## src/rtl/dp_ram_rd_arb_pkg.sv

```systemverilog
// Shared types and helpers for the dual-requester dp_ram read-port arbiter.
// Holds the FSM state encoding, port index constants and one-hot conversion helpers.
package dp_ram_rd_arb_pkg;

    typedef enum logic {
        ST_IDLE  = 1'b0,
        ST_BURST = 1'b1
    } state_t;

    localparam logic PORT0 = 1'b0;
    localparam logic PORT1 = 1'b1;

    function automatic logic [1:0] port_onehot(input logic idx);
        return (idx == PORT1) ? 2'b10 : 2'b01;
    endfunction

    function automatic logic onehot_port(input logic [1:0] oh);
        return oh[1] ? PORT1 : PORT0;
    endfunction

endpackage

```

## src/rtl/dp_ram_rd_arb_if.sv

```systemverilog
// Requester handshakes plus the dp_ram read-port connection, bundled for the arbiter.
// The master side is the consumers and the RAM; the slave side is the arbiter itself.
interface dp_ram_rd_arb_if #(
    parameter int adr_width = 11,
    parameter int dat_width = 8,
    parameter int len_width = 4
);
    logic                 req_0;
    logic [adr_width-1:0] adr_0;
    logic [len_width-1:0] len_0;
    logic                 gnt_0;
    logic                 rvalid_0;
    logic                 rlast_0;

    logic                 req_1;
    logic [adr_width-1:0] adr_1;
    logic [len_width-1:0] len_1;
    logic                 gnt_1;
    logic                 rvalid_1;
    logic                 rlast_1;

    logic [dat_width-1:0] rdat;
    logic                 busy;
    logic [adr_width-1:0] ram_adr;
    logic [dat_width-1:0] ram_dat;

    modport master (
        output req_0, adr_0, len_0, req_1, adr_1, len_1, ram_dat,
        input  gnt_0, rvalid_0, rlast_0, gnt_1, rvalid_1, rlast_1, rdat, busy, ram_adr
    );

    modport slave (
        input  req_0, adr_0, len_0, req_1, adr_1, len_1, ram_dat,
        output gnt_0, rvalid_0, rlast_0, gnt_1, rvalid_1, rlast_1, rdat, busy, ram_adr
    );
endinterface

```

## src/rtl/dp_ram_rd_arb_rr_arb2.sv

```systemverilog
// Two-way round-robin picker: a lone requester always wins, a tie goes to the favoured port.
// The favour pointer flips to the other port on every accepted grant.
module rr_arb2
    import dp_ram_rd_arb_pkg::*;
(
    input  logic       clk,
    input  logic       rst_n,
    input  logic [1:0] req_i,
    input  logic       advance_i,
    output logic [1:0] grant_o
);

    logic ptr_q;
    logic ptr_d;

    always_comb begin
        grant_o = req_i;
        if (req_i == 2'b11) begin
            grant_o = port_onehot(ptr_q);
        end
        ptr_d = ptr_q;
        if (advance_i && (req_i != 2'b00)) begin
            ptr_d = ~onehot_port(grant_o);
        end
    end

    always_ff @(posedge clk or negedge rst_n) begin
        if (!rst_n) begin
            ptr_q <= PORT0;
        end else begin
            ptr_q <= ptr_d;
        end
    end

endmodule

```

## src/rtl/dp_ram_rd_arb.sv

```systemverilog
// Shares one dp_ram read port between two burst requesters with round-robin arbitration.
// A granted burst owns the port until its last beat; responses follow the RAM's 1-cycle read latency.
module dp_ram_rd_arb
    import dp_ram_rd_arb_pkg::*;
#(
    parameter int adr_width = 11,
    parameter int dat_width = 8,
    parameter int len_width = 4
) (
    input  logic           clk,
    input  logic           rst_n,
    dp_ram_rd_arb_if.slave bus
);

    localparam logic [adr_width-1:0] ADR_ONE = adr_width'(1);
    localparam logic [len_width-1:0] CNT_ONE = len_width'(1);

    state_t               state_q, state_d;
    logic                 owner_q, owner_d;
    logic [adr_width-1:0] cur_adr_q, cur_adr_d;
    logic [len_width-1:0] cnt_q, cnt_d;
    logic [1:0]           arb_gnt;
    logic [1:0]           gnt;
    logic                 advance;

    logic                 vld_p1_q;
    logic                 last_p1_q;
    logic                 own_p1_q;
    logic [dat_width-1:0] rdat_p1;

    rr_arb2 u_arb (
        .clk       (clk),
        .rst_n     (rst_n),
        .req_i     ({bus.req_1, bus.req_0}),
        .advance_i (advance),
        .grant_o   (arb_gnt)
    );

    always_comb begin
        state_d   = state_q;
        owner_d   = owner_q;
        cur_adr_d = cur_adr_q;
        cnt_d     = cnt_q;
        gnt       = 2'b00;
        advance   = 1'b0;
        unique case (state_q)
            ST_IDLE: begin
                advance = 1'b1;
                if (arb_gnt != 2'b00) begin
                    gnt       = arb_gnt;
                    owner_d   = onehot_port(arb_gnt);
                    cur_adr_d = arb_gnt[1] ? bus.adr_1 : bus.adr_0;
                    cnt_d     = arb_gnt[1] ? bus.len_1 : bus.len_0;
                    state_d   = ST_BURST;
                end
            end
            ST_BURST: begin
                // The address counter wraps naturally at the top of the RAM.
                cur_adr_d = cur_adr_q + ADR_ONE;
                cnt_d     = cnt_q - CNT_ONE;
                if (cnt_q == '0) begin
                    state_d = ST_IDLE;
                end
            end
            default: state_d = ST_IDLE;
        endcase
    end

    always_ff @(posedge clk or negedge rst_n) begin
        if (!rst_n) begin
            state_q   <= ST_IDLE;
            owner_q   <= PORT0;
            cur_adr_q <= '0;
        end else begin
            state_q   <= state_d;
            owner_q   <= owner_d;
            cur_adr_q <= cur_adr_d;
        end
    end

    always_ff @(posedge clk) begin
        cnt_q <= cnt_d;
    end

    // Response stage: aligns beat tags with the data the RAM returns one cycle later.
    always_ff @(posedge clk or negedge rst_n) begin
        if (!rst_n) begin
            vld_p1_q  <= 1'b0;
            last_p1_q <= 1'b0;
            own_p1_q  <= PORT0;
        end else begin
            vld_p1_q  <= (state_q == ST_BURST);
            last_p1_q <= (state_q == ST_BURST) && (cnt_q == '0);
            own_p1_q  <= owner_q;
        end
    end

    assign rdat_p1 = bus.ram_dat;

    assign bus.gnt_0    = gnt[0];
    assign bus.gnt_1    = gnt[1];
    assign bus.rvalid_0 = vld_p1_q  && (own_p1_q == PORT0);
    assign bus.rvalid_1 = vld_p1_q  && (own_p1_q == PORT1);
    assign bus.rlast_0  = last_p1_q && (own_p1_q == PORT0);
    assign bus.rlast_1  = last_p1_q && (own_p1_q == PORT1);
    assign bus.rdat     = rdat_p1;
    assign bus.busy     = (state_q == ST_BURST);
    assign bus.ram_adr  = cur_adr_q;

endmodule

```

## src/flat_wrapper.sv

```systemverilog
// flat-port wrapper written by rule: the top's interface ports become plain ports
module dp_ram_rd_arb_flat import dp_ram_rd_arb_pkg::*;
#(
    parameter int adr_width = 11,
    parameter int dat_width = 8,
    parameter int len_width = 4
)
  (clk, rst_n, bus_req_0, bus_adr_0, bus_len_0, bus_req_1, bus_adr_1, bus_len_1, bus_ram_dat, bus_gnt_0, bus_rvalid_0, bus_rlast_0, bus_gnt_1, bus_rvalid_1, bus_rlast_1, bus_rdat, bus_busy, bus_ram_adr);
  dp_ram_rd_arb_if #(.adr_width(adr_width), .dat_width(dat_width), .len_width(len_width)) bus_i ();
  input  logic clk;
  input  logic rst_n;
  input wire logic [$bits(bus_i.req_0)-1:0] bus_req_0;
  input wire logic [$bits(bus_i.adr_0)-1:0] bus_adr_0;
  input wire logic [$bits(bus_i.len_0)-1:0] bus_len_0;
  input wire logic [$bits(bus_i.req_1)-1:0] bus_req_1;
  input wire logic [$bits(bus_i.adr_1)-1:0] bus_adr_1;
  input wire logic [$bits(bus_i.len_1)-1:0] bus_len_1;
  input wire logic [$bits(bus_i.ram_dat)-1:0] bus_ram_dat;
  output wire logic [$bits(bus_i.gnt_0)-1:0] bus_gnt_0;
  output wire logic [$bits(bus_i.rvalid_0)-1:0] bus_rvalid_0;
  output wire logic [$bits(bus_i.rlast_0)-1:0] bus_rlast_0;
  output wire logic [$bits(bus_i.gnt_1)-1:0] bus_gnt_1;
  output wire logic [$bits(bus_i.rvalid_1)-1:0] bus_rvalid_1;
  output wire logic [$bits(bus_i.rlast_1)-1:0] bus_rlast_1;
  output wire logic [$bits(bus_i.rdat)-1:0] bus_rdat;
  output wire logic [$bits(bus_i.busy)-1:0] bus_busy;
  output wire logic [$bits(bus_i.ram_adr)-1:0] bus_ram_adr;
  assign bus_i.req_0 = bus_req_0;
  assign bus_i.adr_0 = bus_adr_0;
  assign bus_i.len_0 = bus_len_0;
  assign bus_i.req_1 = bus_req_1;
  assign bus_i.adr_1 = bus_adr_1;
  assign bus_i.len_1 = bus_len_1;
  assign bus_i.ram_dat = bus_ram_dat;
  assign bus_gnt_0 = bus_i.gnt_0;
  assign bus_rvalid_0 = bus_i.rvalid_0;
  assign bus_rlast_0 = bus_i.rlast_0;
  assign bus_gnt_1 = bus_i.gnt_1;
  assign bus_rvalid_1 = bus_i.rvalid_1;
  assign bus_rlast_1 = bus_i.rlast_1;
  assign bus_rdat = bus_i.rdat;
  assign bus_busy = bus_i.busy;
  assign bus_ram_adr = bus_i.ram_adr;
  dp_ram_rd_arb #(.adr_width(adr_width), .dat_width(dat_width), .len_width(len_width)) u_core (.clk(clk), .rst_n(rst_n), .bus(bus_i));
endmodule
```

## config.mk

```make
export PLATFORM = sky130hd
export DESIGN_NAME = dp_ram_rd_arb_flat
export DESIGN_NICKNAME = d
export VERILOG_FILES = /design/src/rtl/dp_ram_rd_arb_pkg.sv /design/src/rtl/dp_ram_rd_arb_if.sv /design/src/rtl/dp_ram_rd_arb_rr_arb2.sv /design/src/rtl/dp_ram_rd_arb.sv /design/src/flat_wrapper.sv
export SDC_FILE = /design/constraint.sdc
export NUM_CORES = 1
export LEC_CHECK = 0
export ABC_AREA = 1
export BUFFER_PORTS_ARGS = -buffer_cell sky130_fd_sc_hd__buf_2
export CAP_MARGIN = 5
export CORE_MARGIN = 2
export CORE_UTILIZATION = 45
export CTS_BUF_LIST = sky130_fd_sc_hd__clkbuf_16
export CTS_CLUSTER_SIZE = 24
export DETAILED_ROUTE_END_ITERATION = 16
export GPL_TIMING_DRIVEN = 0
export PLACE_DENSITY = 0.87
export REMOVE_ABC_BUFFERS = 1
export SETUP_SLACK_MARGIN = 0.05
export SYNTH_ARGS = -nofsm -noshare
export SYNTH_HDL_FRONTEND = slang
export SYNTH_SLANG_ARGS = --single-unit
```

## constraint.sdc

```tcl
create_clock -name clk -period 1.8 [get_ports clk]
set_input_delay 0 -clock clk [delete_from_list [all_inputs] [get_ports clk]]
set_output_delay 0 -clock clk [all_outputs]
set_load 0.01 [all_outputs]
```

==> reports/results.md, run 1 <==
| Parameter | Reported | Unit |
|---|---|---|
| Outcome | finished, final reports clean | - |
| Post-Syn Area per Cell | 7.09 | um^2 |
| Post-route ant nets | 0 | - |
| Number of antenna violations at the first check in global routing | 0 | - |
| Ratio of cells with drive above 1 in the final layout | 28.4 | % |
| Cell-internal power | 1560 | uW |
| Die Width | 60.2 | um |
| Dominant register cell in the synthesized netlist | dfrtp_1 | - |
| Yosys top cell area share | 30.0 | % |
| #FFs+latches synth | 21 | - |
| GR Util All Layers | 21.0 | % |
| Leading post-synthesis cells by cell area | dfrtp_1 30%, nand2_1 12%, nor2_1 9.3% | - |
| Share of the yosys chip area belonging to registers | 38.4 | % |
| Power dissipated by switching net loads | 1180 | uW |
| Aggregate negative setup slack | 0 | ps |
| Cell with the most instances after synthesis | nand2_1 | - |
| Number of buffers on the longest clock path | 2 | - |
| Largest net degree at the start of global routing | 18 | - |
| Share of synthesized registers carrying an async set or reset | 81.0 | % |
| Synth-to-Final Area Change | 21.3 | % |
| Data required time of the critical path | 1940 | ps |
| Port buffer count | 51 | - |
| Cell at the root of the clock tree | clkbuf_16 | - |
| Routability congestion estimate | 0.813 | - |
| Max Transition Viols Final | 0 | - |
| # Post-CTS Setup Buffers | 0 | - |
| Ranking of synthesized cells by instance count | 45 x nand2_1, 35 x nor2_1, 20 x inv_1 | - |
| Clock-pin slew of the registers on the worst-case setup and hold paths | 60 | ps |
| Worst rel slew slack | 72.2 | % |
| Yosys top cell by area | dfrtp_1 | - |
| Number of failing hold endpoints at the final stage | 0 | - |
| Clock period minus final worst setup slack | 1560 | ps |
| Combinational fraction of design power | 45.6 | % |
| Critical path startpoint category | flop | - |
| Gr ovfl total | 0 | - |
| Kind of critical path | flop to flop | - |
| Worst-margin pin slew | 416 | ps |
| Pwr Density | 1590 | mW/mm^2 |
| Sw frac | 43.0 | % |
| Clock buffer count from CTS | 3 | - |
| Worst flop-to-flop path startpoint | u_core.bus.busy | - |
| Via density per instance | 5.08 | - |
| Gate count after technology mapping | 200 | - |
| Worst-case register-to-register setup slack | 240 | ps |
| Sequential share of power | 37.3 | % |
| First-pass GRT wire length | 5.67 | mm |
| Endpoint type of the worst setup path | flop | - |
| Nets@finish | 289 | - |
| Leakage power | 0.000881 | uW |
| Final setup fails | 0 | - |
| Number of antenna diodes | 0 | - |
| RSZ-0062 raised after global routing | no | - |
| Skew final | 2.38 | ps |
| Path type of the worst min-delay path | primary input to primary output | - |
| Portion of total power attributed to the clock network | 17.0 | % |
| Critical Path Start | u_core.bus.busy | - |
| Vias in the first global route | 1,280 | - |
| Sinks on the clock net | 21 | - |
| Worst supply voltage drop on vdd | 0.000554 | V |
| Effective utilization at floorplan | 46.9 | % |
| Number of enable-type register cells in the synthesized netlist | 4 | - |
| Maximum operating frequency | 0.642 | GHz |
| Clk_lat worst skew | 250 | ps |
| Floorplan core area | 0.00303 | mm^2 |
| # DRC | 0 | - |
| I/O pins | 68 | - |
| Number of different library cells in the post-synthesis netlist | 28 | - |
| Max-cap check violation count | 0 | - |
| Clock tree from TritonCTS | done | - |
| Chip Height | 60.2 | um |
| Mean routed wirelength per cell | 12.2 | um |
| Number of core rows | 20 | - |
| Synth warn | 0 | - |
| Total Die Area | 0.00362 | mm^2 |
| Detailed-routing iteration count for the pre-antenna-repair pass | 4 | - |
| Source of the worst hold timing path | bus_ram_dat[0] | - |
| CP arrival | 1700 | ps |
| Total chip power | 2740 | uW |
| Utilization of the core after routing | 56.9 | % |
| Starting DRC count in detailed routing | 46 | - |
| Total wirelength of the detailed-routed design | 3.50 | mm |
| Placed wire-length estimate after detailed placement | 2.41 | mm |
| Tcrit/Tclk final | 86.6 | % |
| Overall via count from detail_route | 1,459 | - |
| Largest fanout on the critical path | 15 | - |
| Maximum level of the CTS H-tree | 1 | - |
| Syn Std Cell Area | 0.00142 | mm^2 |
==> final cells by class <==
type                    instances  area, um^2
clock inverters                 1        3.75
repair buffers                 52         265
flip-flops and latches         21         547
well taps                      44        55.1
fillers                       288        1310
repair inverters                1        5.00
clock buffers                   3        75.1
inverters                      23        90.1
multi-input cells             142         681
==> power by group through the flow <==
stage               combinational (uW)  clock [uW]  sequential [uW]
floorplan                          771           0             1020
global placement                  1170           0             1000
detailed placement                1210           0             1020
CTS                               1240         467             1020
global route                      1410         485             1060
finish                            1250         466             1020
==> kinds of logic (layout without fill, tap and decap cells) <==
family | count (synthesis) | count (layout) | synth area share (%)
AND/OR/NAND/NOR | 104 | 104 | 30.8
buffers and inverters | 37 | 80 | 13.6
AO/OA/AOI/OAI | 34 | 34 | 13.9
flip-flops | 21 | 21 | 38.4
adder cells (fa/ha/maj) | 3 | 3 | 2.65
XOR/XNOR | 1 | 1 | 0.617
==> cells in the final DEF, fill, tap and decap left out, types with 4 or more instances in the layout <==
master	instances
o21ai_0	11
edfxtp_1	4
nand2_2	4
nand2_1	45
nor2_1	35
inv_1	20
a21oi_1	13
nand3_1	15
buf_2	51
dfrtp_1	16
==> metrics by stage <==
| step | hold WS [ps] | instances | instance area [um^2] | worst slack, ps |
|---|---|---|---|---|
| 3_5_place_dp | -50.4 | 281 | 1620 | 18.2 |
| 4_1_cts | 0.115 | 287 | 1720 | 267 |
| 5_1_grt | 0.0719 | 287 | 1720 | 133 |
| 2_1_floorplan | -296 | 186 | 1310 | 354 |
| 3_3_place_gp | -61.4 | 281 | 1620 | 32.7 |
| 6_report | 0.0802 | 287 | 1720 | 242 |
==> path summary, 6_finish.rpt <==
| check | to | depth (start not counted) |
|---|---|---|
| min in group asynchronous | u_core.own_p1_q | 2 |
| worst max-delay path | u_core.bus.ram_adr[3] | 5 |
| worst min-delay path | bus_rdat[0] | 0 |
| max in group asynchronous | u_core.bus.busy | 2 |
| worst max register to register | u_core.bus.ram_adr[3] | 5 |
| worst min register to register | u_core.own_p1_q | 0 |
==> layer usage <==
layer | vias to the layer above | GRT usage (%) | part of all wire [%]
met5 | - | 0 | 0
met4 | 0 | 7.62 | 1.4
met3 | 5 | 3.90 | 7.9
met2 | 73 | 36.0 | 49
met1 | 660 | 26.2 | 42
li1 | 721 | - | -
==> what timing repair did <==
| item | 4_1_cts | 5_1_grt |
|---|---|---|
| endpoints found under the setup margin | 3 | 0 |
| hold endpoints to repair | 17 | 0 |
| resized for setup | 2 | 0 |
| hold buffers | 1 | 0 |
==> worst max-delay path: stages (launching register included) <==
cell,delay (ps)
dfrtp_2,550
clkinvlp_4,300
nand2_2,160
inv_2,120
o31ai_1,240
nor2_1,70
==> sequential cells by signal, summed over array words and instances (netlist names) <==
signal / cells
u_core.bus.ram_adr: 11
u_core.own_p1_q: 1
u_core.last_p1_q: 1
u_core.cnt_q: 4
u_core.u_arb.ptr_q: 1
u_core.bus.busy: 1
u_core.vld_p1_q: 1
u_core.owner_q: 1
(Power assumes the default switching activity.)
==> inputs of run 2 (changes only) <==
--- a/config.mk
+++ b/config.mk
@@ -8,13 +8,15 @@
 export ABC_AREA = 1
 export BUFFER_PORTS_ARGS = -buffer_cell sky130_fd_sc_hd__buf_2
 export CAP_MARGIN = 5
+export CELL_PAD_IN_SITES_DETAIL_PLACEMENT = 1
+export CELL_PAD_IN_SITES_GLOBAL_PLACEMENT = 2
 export CORE_MARGIN = 2
-export CORE_UTILIZATION = 45
+export CORE_UTILIZATION = 25
 export CTS_BUF_LIST = sky130_fd_sc_hd__clkbuf_16
 export CTS_CLUSTER_SIZE = 24
 export DETAILED_ROUTE_END_ITERATION = 16
 export GPL_TIMING_DRIVEN = 0
-export PLACE_DENSITY = 0.87
+export PLACE_DENSITY = 0.92
 export REMOVE_ABC_BUFFERS = 1
 export SETUP_SLACK_MARGIN = 0.05
 export SYNTH_ARGS = -nofsm -noshare
==> reports/results.md, run 2 (synthesis results as in run 1) <==
| Parameter | Reported | Unit | Delta |
|---|---|---|---|
| Pre-CTS setup slack | -148 | ps | -167 ps |
| Number of antenna violations at the first check in global routing | 0 | - | unchanged |
| Maximum operating frequency | 0.641 | GHz | -0.21% |
| Total wirelength of the detailed-routed design | 4.12 | mm | +18% |
| GR Util All Layers | 14.0 | % | -7.0 points |
| Portion of total power attributed to the clock network | 17.5 | % | +0.5 points |
| Clk_lat worst skew | 260 | ps | about the same |
| Destination of the worst register-to-register timing path | u_core.bus.ram_adr[4] | - |  |
| Endpoint type of the worst setup path | flop | - |  |
| Maximum level of the CTS H-tree | 1 | - | unchanged |
| Utilization of the core after routing | 32.2 | % | -25 points |
| Critical path startpoint category | flop | - |  |
| Least setup slack across all paths after layout | 239 | ps | -3.31 ps |
| I/O pins | 68 | - | unchanged |
| Clock-pin slew of the registers on the worst-case setup and hold paths | 60 | ps | about the same |
| Data required time of the critical path | 1940 | ps | about the same |
| Combinational fraction of design power | 45.5 | % | about the same |
| Detailed-routing iteration count for the pre-antenna-repair pass | 4 | - | unchanged |
| Vias in the first global route | 1,467 | - | +15% |
| Outcome | finished, final reports clean | - |  |
| Number of cells on the worst hold path | 0 | - | unchanged |
| Worst supply voltage drop on vdd | 0.000481 | V | -13% |
| Nets@finish | 291 | - | +0.69% |
| Final setup fails | 0 | - | unchanged |
| Cell at the root of the clock tree | clkbuf_16 | - |  |
| Post-place instance area | 0.00166 | mm^2 | +2.2% |
| CP arrival | 1700 | ps | about the same |
| Path type of the worst min-delay path | primary input to primary output | - |  |
| Count of fill cells added during filler insertion | 713 | - | +150% |
| Sequential share of power | 37.0 | % | -0.3 points |
| Leakage power | 0.000886 | uW | +0.63% |
| Cell area after layout | 0.00178 | mm^2 | +3.1% |
| Via density per instance | 4.51 | - | -11% |
| Chip Height | 79.3 | um | +32% |
| Number of core rows | 27 | - | +35% |
| Worst flop-to-flop path startpoint | u_core.bus.busy | - |  |
| Tcrit/Tclk final | 86.7 | % | +0.18 points |
| Critical Path Start | u_core.bus.busy | - |  |
| Max Transition Viols Final | 0 | - | unchanged |
| Number of buffers on the longest clock path | 2 | - | unchanged |
| Endpoint of the worst hold-timing path | bus_rdat[0] | - |  |
| Cell-internal power | 1580 | uW | +1.2% |
| Worst-case register-to-register setup slack | 240 | ps | about the same |
| Largest net degree at the start of global routing | 18 | - | unchanged |
| Kind of critical path | flop to flop | - |  |
| Max reg flops | 11 | - | unchanged |
| Die Width | 79.3 | um | +32% |
| Commonest non-fill, non-tap cell in the layout | buf_2 | - |  |
| Sw frac | 43.2 | % | +0.18 points |
| Effective utilization at floorplan | 25.8 | % | -21 points |
| Overall via count from detail_route | 1,429 | - | -2.1% |
| Hold WS | 0.0802 | ps | +0.0000329 ps |
| Sinks on the clock net | 21 | - | unchanged |
| Port buffer count | 51 | - | unchanged |
| Starting DRC count in detailed routing | 46 | - | unchanged |
| Largest fanout on the critical path | 15 | - | unchanged |
| Skew final | 7.67 | ps | +5.29 ps |
| Gr ovfl total | 0 | - | unchanged |
| Power dissipated by switching net loads | 1200 | uW | +1.9% |
| Total Die Area | 0.00629 | mm^2 | +74% |
| Post-route ant nets | 0 | - | unchanged |
| Pwr Density | 1560 | mW/mm^2 | -1.6% |
| Max-cap check violation count | 0 | - | unchanged |
| Synth-to-Final Area Change | 25.1 | % |  |
| # DRC | 0 | - | unchanged |
| Leading cell types in the layout, fill and taps excluded | 51 x buf_2, 45 x nand2_1, 35 x nor2_1 | - |  |
| Clock period minus final worst setup slack | 1560 | ps | +3.31 ps |
| Logic depth of the worst register-to-register path | 7 | - | +2 |
| Placed wire-length estimate after detailed placement | 2.96 | mm | +23% |
| Worst rel slew slack | 67.4 | % | -4.8 points |
| Ratio of cells with drive above 1 in the final layout | 29.4 | % | +0.99 points |
| First-pass GRT wire length | 6.93 | mm | +22% |
| Worst-margin pin slew | 487 | ps | +71.5 ps |
| Number of antenna diodes | 0 | - | unchanged |
| Floorplan core area | 0.00551 | mm^2 | +82% |
| Mean routed wirelength per cell | 13.0 | um | +6.5% |
| Clock tree from TritonCTS | done | - |  |
| Number of failing hold endpoints at the final stage | 0 | - | unchanged |
| RSZ-0062 raised after global routing | no | - |  |
| Clock buffer count from CTS | 3 | - | unchanged |
| Source of the worst hold timing path | bus_ram_dat[0] | - |  |
| Routability congestion estimate | 0.764 | - | -6.1% |
[run 2: metrics by stage]
step	total power, uW	std cells	TNS (ps)
finish	2780	317	0
global route	3030	317	0
CTS	2790	315	0
detailed placement	2280	309	-537
global placement	2230	309	-446
floorplan	1790	186	0
[run 2: repair_timing]
item	4_1_cts	5_1_grt
hold buffers	1	0
endpoints found under the hold margin	17	0
endpoints found under the setup margin	11	1
buffers inserted	0	2
gates resized for setup	2	0
cloned	1	0
[run 2: layout make-up]
class | count | area [um^2] | area share, %
flip-flops and latches | 21 | 547 | 30.8
well taps | 72 | 90.1 | 5.07
repair inverters | 1 | 5.00 | 0.282
clock buffers | 3 | 75.1 | 4.23
clock inverters | 1 | 7.51 | 0.423
multi-input cells | 142 | 681 | 38.3
inverters | 23 | 90.1 | 5.07
repair buffers | 54 | 280 | 15.8
[run 2: worst max-delay path, stage by stage, from the launching register on]
cell and delay [ps]:
dfrtp_2 580, clkinvlp_4 320, nand2_2 150, inv_2 110
nor2_1 110, nand2_1 50, o21ai_0 70, nor2_1 50
[run 2: power by group through the flow]
stage	registers (uW)	clock network [uW]	logic [uW]
after floorplan	1020	0	771
after global placement	1020	0	1210
after detailed placement	1030	0	1250
after CTS	1030	491	1270
after global routing	1070	510	1450
final	1030	486	1260
[run 2: how the worst max path moves through the flow]
stage | end | slack (ps) | cells past startpoint
after floorplan | u_core.cnt_q[0] | 350 | 4
after global placement | u_core.bus.ram_adr[4] | -130 | 6
after detailed placement | u_core.bus.ram_adr[4] | -150 | 6
after CTS | u_core.bus.ram_adr[4] | 160 | 7
after global routing | u_core.bus.ram_adr[8] | 70 | 6
final | u_core.bus.ram_adr[4] | 240 | 7
[run 2: layer usage]
layer / vias up / global-route usage, % / routed length [um]
met5: - / 0 / 0
met4: 0 / 4.66 / 55
met3: 5 / 3.75 / 265
met2: 50 / 21.9 / 1830
met1: 649 / 18.7 / 1970
li1: 725 / - / -
==> inputs of run 3 (changes only) <==
--- a/config.mk
+++ b/config.mk
@@ -11,12 +11,12 @@
 export CELL_PAD_IN_SITES_DETAIL_PLACEMENT = 1
 export CELL_PAD_IN_SITES_GLOBAL_PLACEMENT = 2
 export CORE_MARGIN = 2
-export CORE_UTILIZATION = 25
-export CTS_BUF_LIST = sky130_fd_sc_hd__clkbuf_16
+export CORE_UTILIZATION = 26
+export CTS_BUF_LIST = sky130_fd_sc_hd__clkbuf_8
 export CTS_CLUSTER_SIZE = 24
 export DETAILED_ROUTE_END_ITERATION = 16
 export GPL_TIMING_DRIVEN = 0
-export PLACE_DENSITY = 0.92
+export PLACE_DENSITY = 0.95
 export REMOVE_ABC_BUFFERS = 1
 export SETUP_SLACK_MARGIN = 0.05
 export SYNTH_ARGS = -nofsm -noshare
==> reports/results.md, run 3 (synthesis results as in run 1) <==
| Parameter | Reported | Unit | Delta |
|---|---|---|---|
| Clock-pin slew of the registers on the worst-case setup and hold paths | 80 | ps | +20 ps |
| Tcrit/Tclk final | 86.7 | % | about the same |
| Routability congestion estimate | 0.746 | - | -2.3% |
| Final standard cell count with taps included and fillers excluded | 317 | - | unchanged |
| Vias in the first global route | 1,399 | - | -4.6% |
| Data required time of the critical path | 1810 | ps | -130 ps |
| Synth-to-Final Area Change | 23.7 | % |  |
| Detailed-routing iteration count for the pre-antenna-repair pass | 4 | - | unchanged |
| Number of failing hold endpoints at the final stage | 0 | - | unchanged |
| Clock buffer count from CTS | 3 | - | unchanged |
| First-pass GRT wire length | 6.74 | mm | -2.8% |
| Starting DRC count in detailed routing | 41 | - | -11% |
| Cell at the root of the clock tree | clkbuf_8 | - |  |
| Placed wire-length estimate after detailed placement | 2.97 | mm | +0.27% |
| Max-cap check violation count | 0 | - | unchanged |
| Worst supply voltage drop on vdd | 0.000373 | V | -22% |
| Skew final | 3.45 | ps | -4.22 ps |
| Effective utilization at floorplan | 27.4 | % | +1.7 points |
| Overall via count from detail_route | 1,448 | - | +1.3% |
| Count of fill cells added during filler insertion | 681 | - | -4.5% |
| RSZ-0062 raised after global routing | no | - |  |
| Worst path max stage delay | 350 | ps | -230 ps |
| Max Transition Viols Final | 0 | - | unchanged |
| Hold WS | 0.0802 | ps | unchanged |
| Max reg flops | 11 | - | unchanged |
| Total wirelength of the detailed-routed design | 4.13 | mm | +0.15% |
| Die Width | 77.9 | um | -1.8% |
| Number of cells in the design after placement | 307 | - | -0.65% |
| Critical Path Most Common Cell | nand2_2 | - |  |
| Port buffer count | 51 | - | unchanged |
| Worst rel slew slack | 68.9 | % | +1.4 points |
| I/O pins | 68 | - | unchanged |
| Nets@finish | 293 | - | +0.69% |
| Clock period minus final worst setup slack | 1560 | ps | -0.901 ps |
| Sinks on the clock net | 21 | - | unchanged |
| Critical path startpoint category | flop | - |  |
| Number of antenna violations at the first check in global routing | 0 | - | unchanged |
| Largest fanout on the critical path | 16 | - | +1 |
| Path type of the worst min-delay path | primary input to primary output | - |  |
| Maximum level of the CTS H-tree | 1 | - | unchanged |
| CP cell instances | inv_1, nand2_2, nand2_2, or2_2, o211ai_1, o21ai_0 | - |  |
| CP arrival | 1570 | ps | -130 ps |
| Post-route ant nets | 0 | - | unchanged |
| Largest net degree at the start of global routing | 18 | - | unchanged |
| Register area | 547 | um^2 | unchanged |
| Leakage power | 0.000885 | uW | -0.21% |
| Number of antenna diodes | 0 | - | unchanged |
| Clk_lat worst skew | 260 | ps | about the same |
| Maximum operating frequency | 0.641 | GHz | about the same |
| Worst-margin pin slew | 466 | ps | -21.7 ps |
| # DRC | 0 | - | unchanged |
| Number of core rows | 26 | - | -3.7% |
| Chip Height | 77.9 | um | -1.8% |
| Kind of critical path | flop to flop | - |  |
| CP max stage cell | or2_2 | - |  |
| Total area of multi-input combinational cells | 681 | um^2 | unchanged |
| Via density per instance | 4.57 | - | +1.3% |
| Clock tree from TritonCTS | done | - |  |
| Pwr Density | 1490 | mW/mm^2 | -4.8% |
| Endpoint type of the worst setup path | flop | - |  |
| Outcome | finished, final reports clean | - |  |
| Floorplan core area | 0.00517 | mm^2 | -6.1% |
| Leading cell types in the layout, fill and taps excluded | 51 x buf_2, 45 x nand2_1, 35 x nor2_1 | - |  |
| Total Die Area | 0.00606 | mm^2 | -3.7% |
| Commonest non-fill, non-tap cell in the layout | buf_2 | - |  |
| Ratio of cells with drive above 1 in the final layout | 28.7 | % | -0.64 points |
| GR Util All Layers | 13.9 | % | -0.10 points |
| Gr ovfl total | 0 | - | unchanged |
| Final setup fails | 0 | - | unchanged |
| Number of buffers on the longest clock path | 2 | - | unchanged |
| Mean routed wirelength per cell | 13.0 | um | +0.15% |
## run 3: cell types whose count changed in the layout (fill, tap and decap cells not counted)
cell | before | now
clkbuf_16 | 3 | 0
clkinvlp_4 | 2 | 1
dlygate4sd3_1 | 1 | 3
clkbuf_8 | 0 | 3
inv_1 | 19 | 20
## run 3: critical path, delay by kind of cell (launching register included)
kind / cells / cell delay, ps
compound gates: 2 / 180
flops: 1 / 330
simple gates: 3 / 700
buf+inv: 1 / 90
## run 3: cell type report
cell class	count	area share [%]
Sequential cell	21	31.1
Multi-Input combinational cell	142	38.8
Clock inverter	1	0.214
Clock buffer	3	2.35
Timing Repair inverter	1	0.285
Inverter	23	5.13
Timing Repair Buffer	56	17.1
Tap cell	70	4.99
## run 3: power breakdown
part	total [uW]	switching (uW)	internal, uW
sequential	1020	269	754
clock	312	160	152
combinational	1280	752	528
## run 3: timing repair
| action | CTS | global route |
|---|---|---|
| setup buffers | 0 | 2 |
| hold buffers | 3 | 0 |
| gates resized for setup | 2 | 0 |
| endpoints found under the setup margin | 8 | 2 |
| endpoints found under the hold margin | 19 | 0 |
| gates cloned | 1 | 0 |
## run 3: metrics by stage
step | total power [uW] | TNS (ps) | instance area [um^2] | setup slack (ps) | util (%)
2_1_floorplan | 1790 | 0 | 1310 | 354 | -
3_3_place_gp | 2230 | -405 | 1660 | -123 | 32.0
3_5_place_dp | 2280 | -282 | 1660 | -76.5 | 32.0
4_1_cts | 2640 | 0 | 1740 | 169 | 33.6
5_1_grt | 2880 | 0 | 1760 | 87.7 | 33.9
6_report | 2610 | 0 | 1760 | 240 | 33.9
## run 3: path summary, 6_finish.rpt
path,start,endpoint,slack [ps],cells after the start
worst max-delay path,u_core.u_arb.ptr_q,u_core.cnt_q[1],240,6
worst min-delay path,bus_ram_dat[0],bus_rdat[0],0.08,0
worst max register to register,u_core.u_arb.ptr_q,u_core.cnt_q[1],240,6
worst min register to register,u_core.owner_q,u_core.own_p1_q,390,0
max in group asynchronous,rst_n,u_core.bus.busy,1290,2
min in group asynchronous,rst_n,u_core.own_p1_q,210,2
## run 3: layer usage
| metal | up-vias | track usage, % | wire [um] |
|---|---|---|---|
| met3 | 5 | 3.26 | 225 |
| met1 | 664 | 18.7 | 1940 |
| met2 | 48 | 22.1 | 1910 |
| li1 | 731 | - | - |
| met5 | - | 0 | 0 |
| met4 | 0 | 4.29 | 56 |
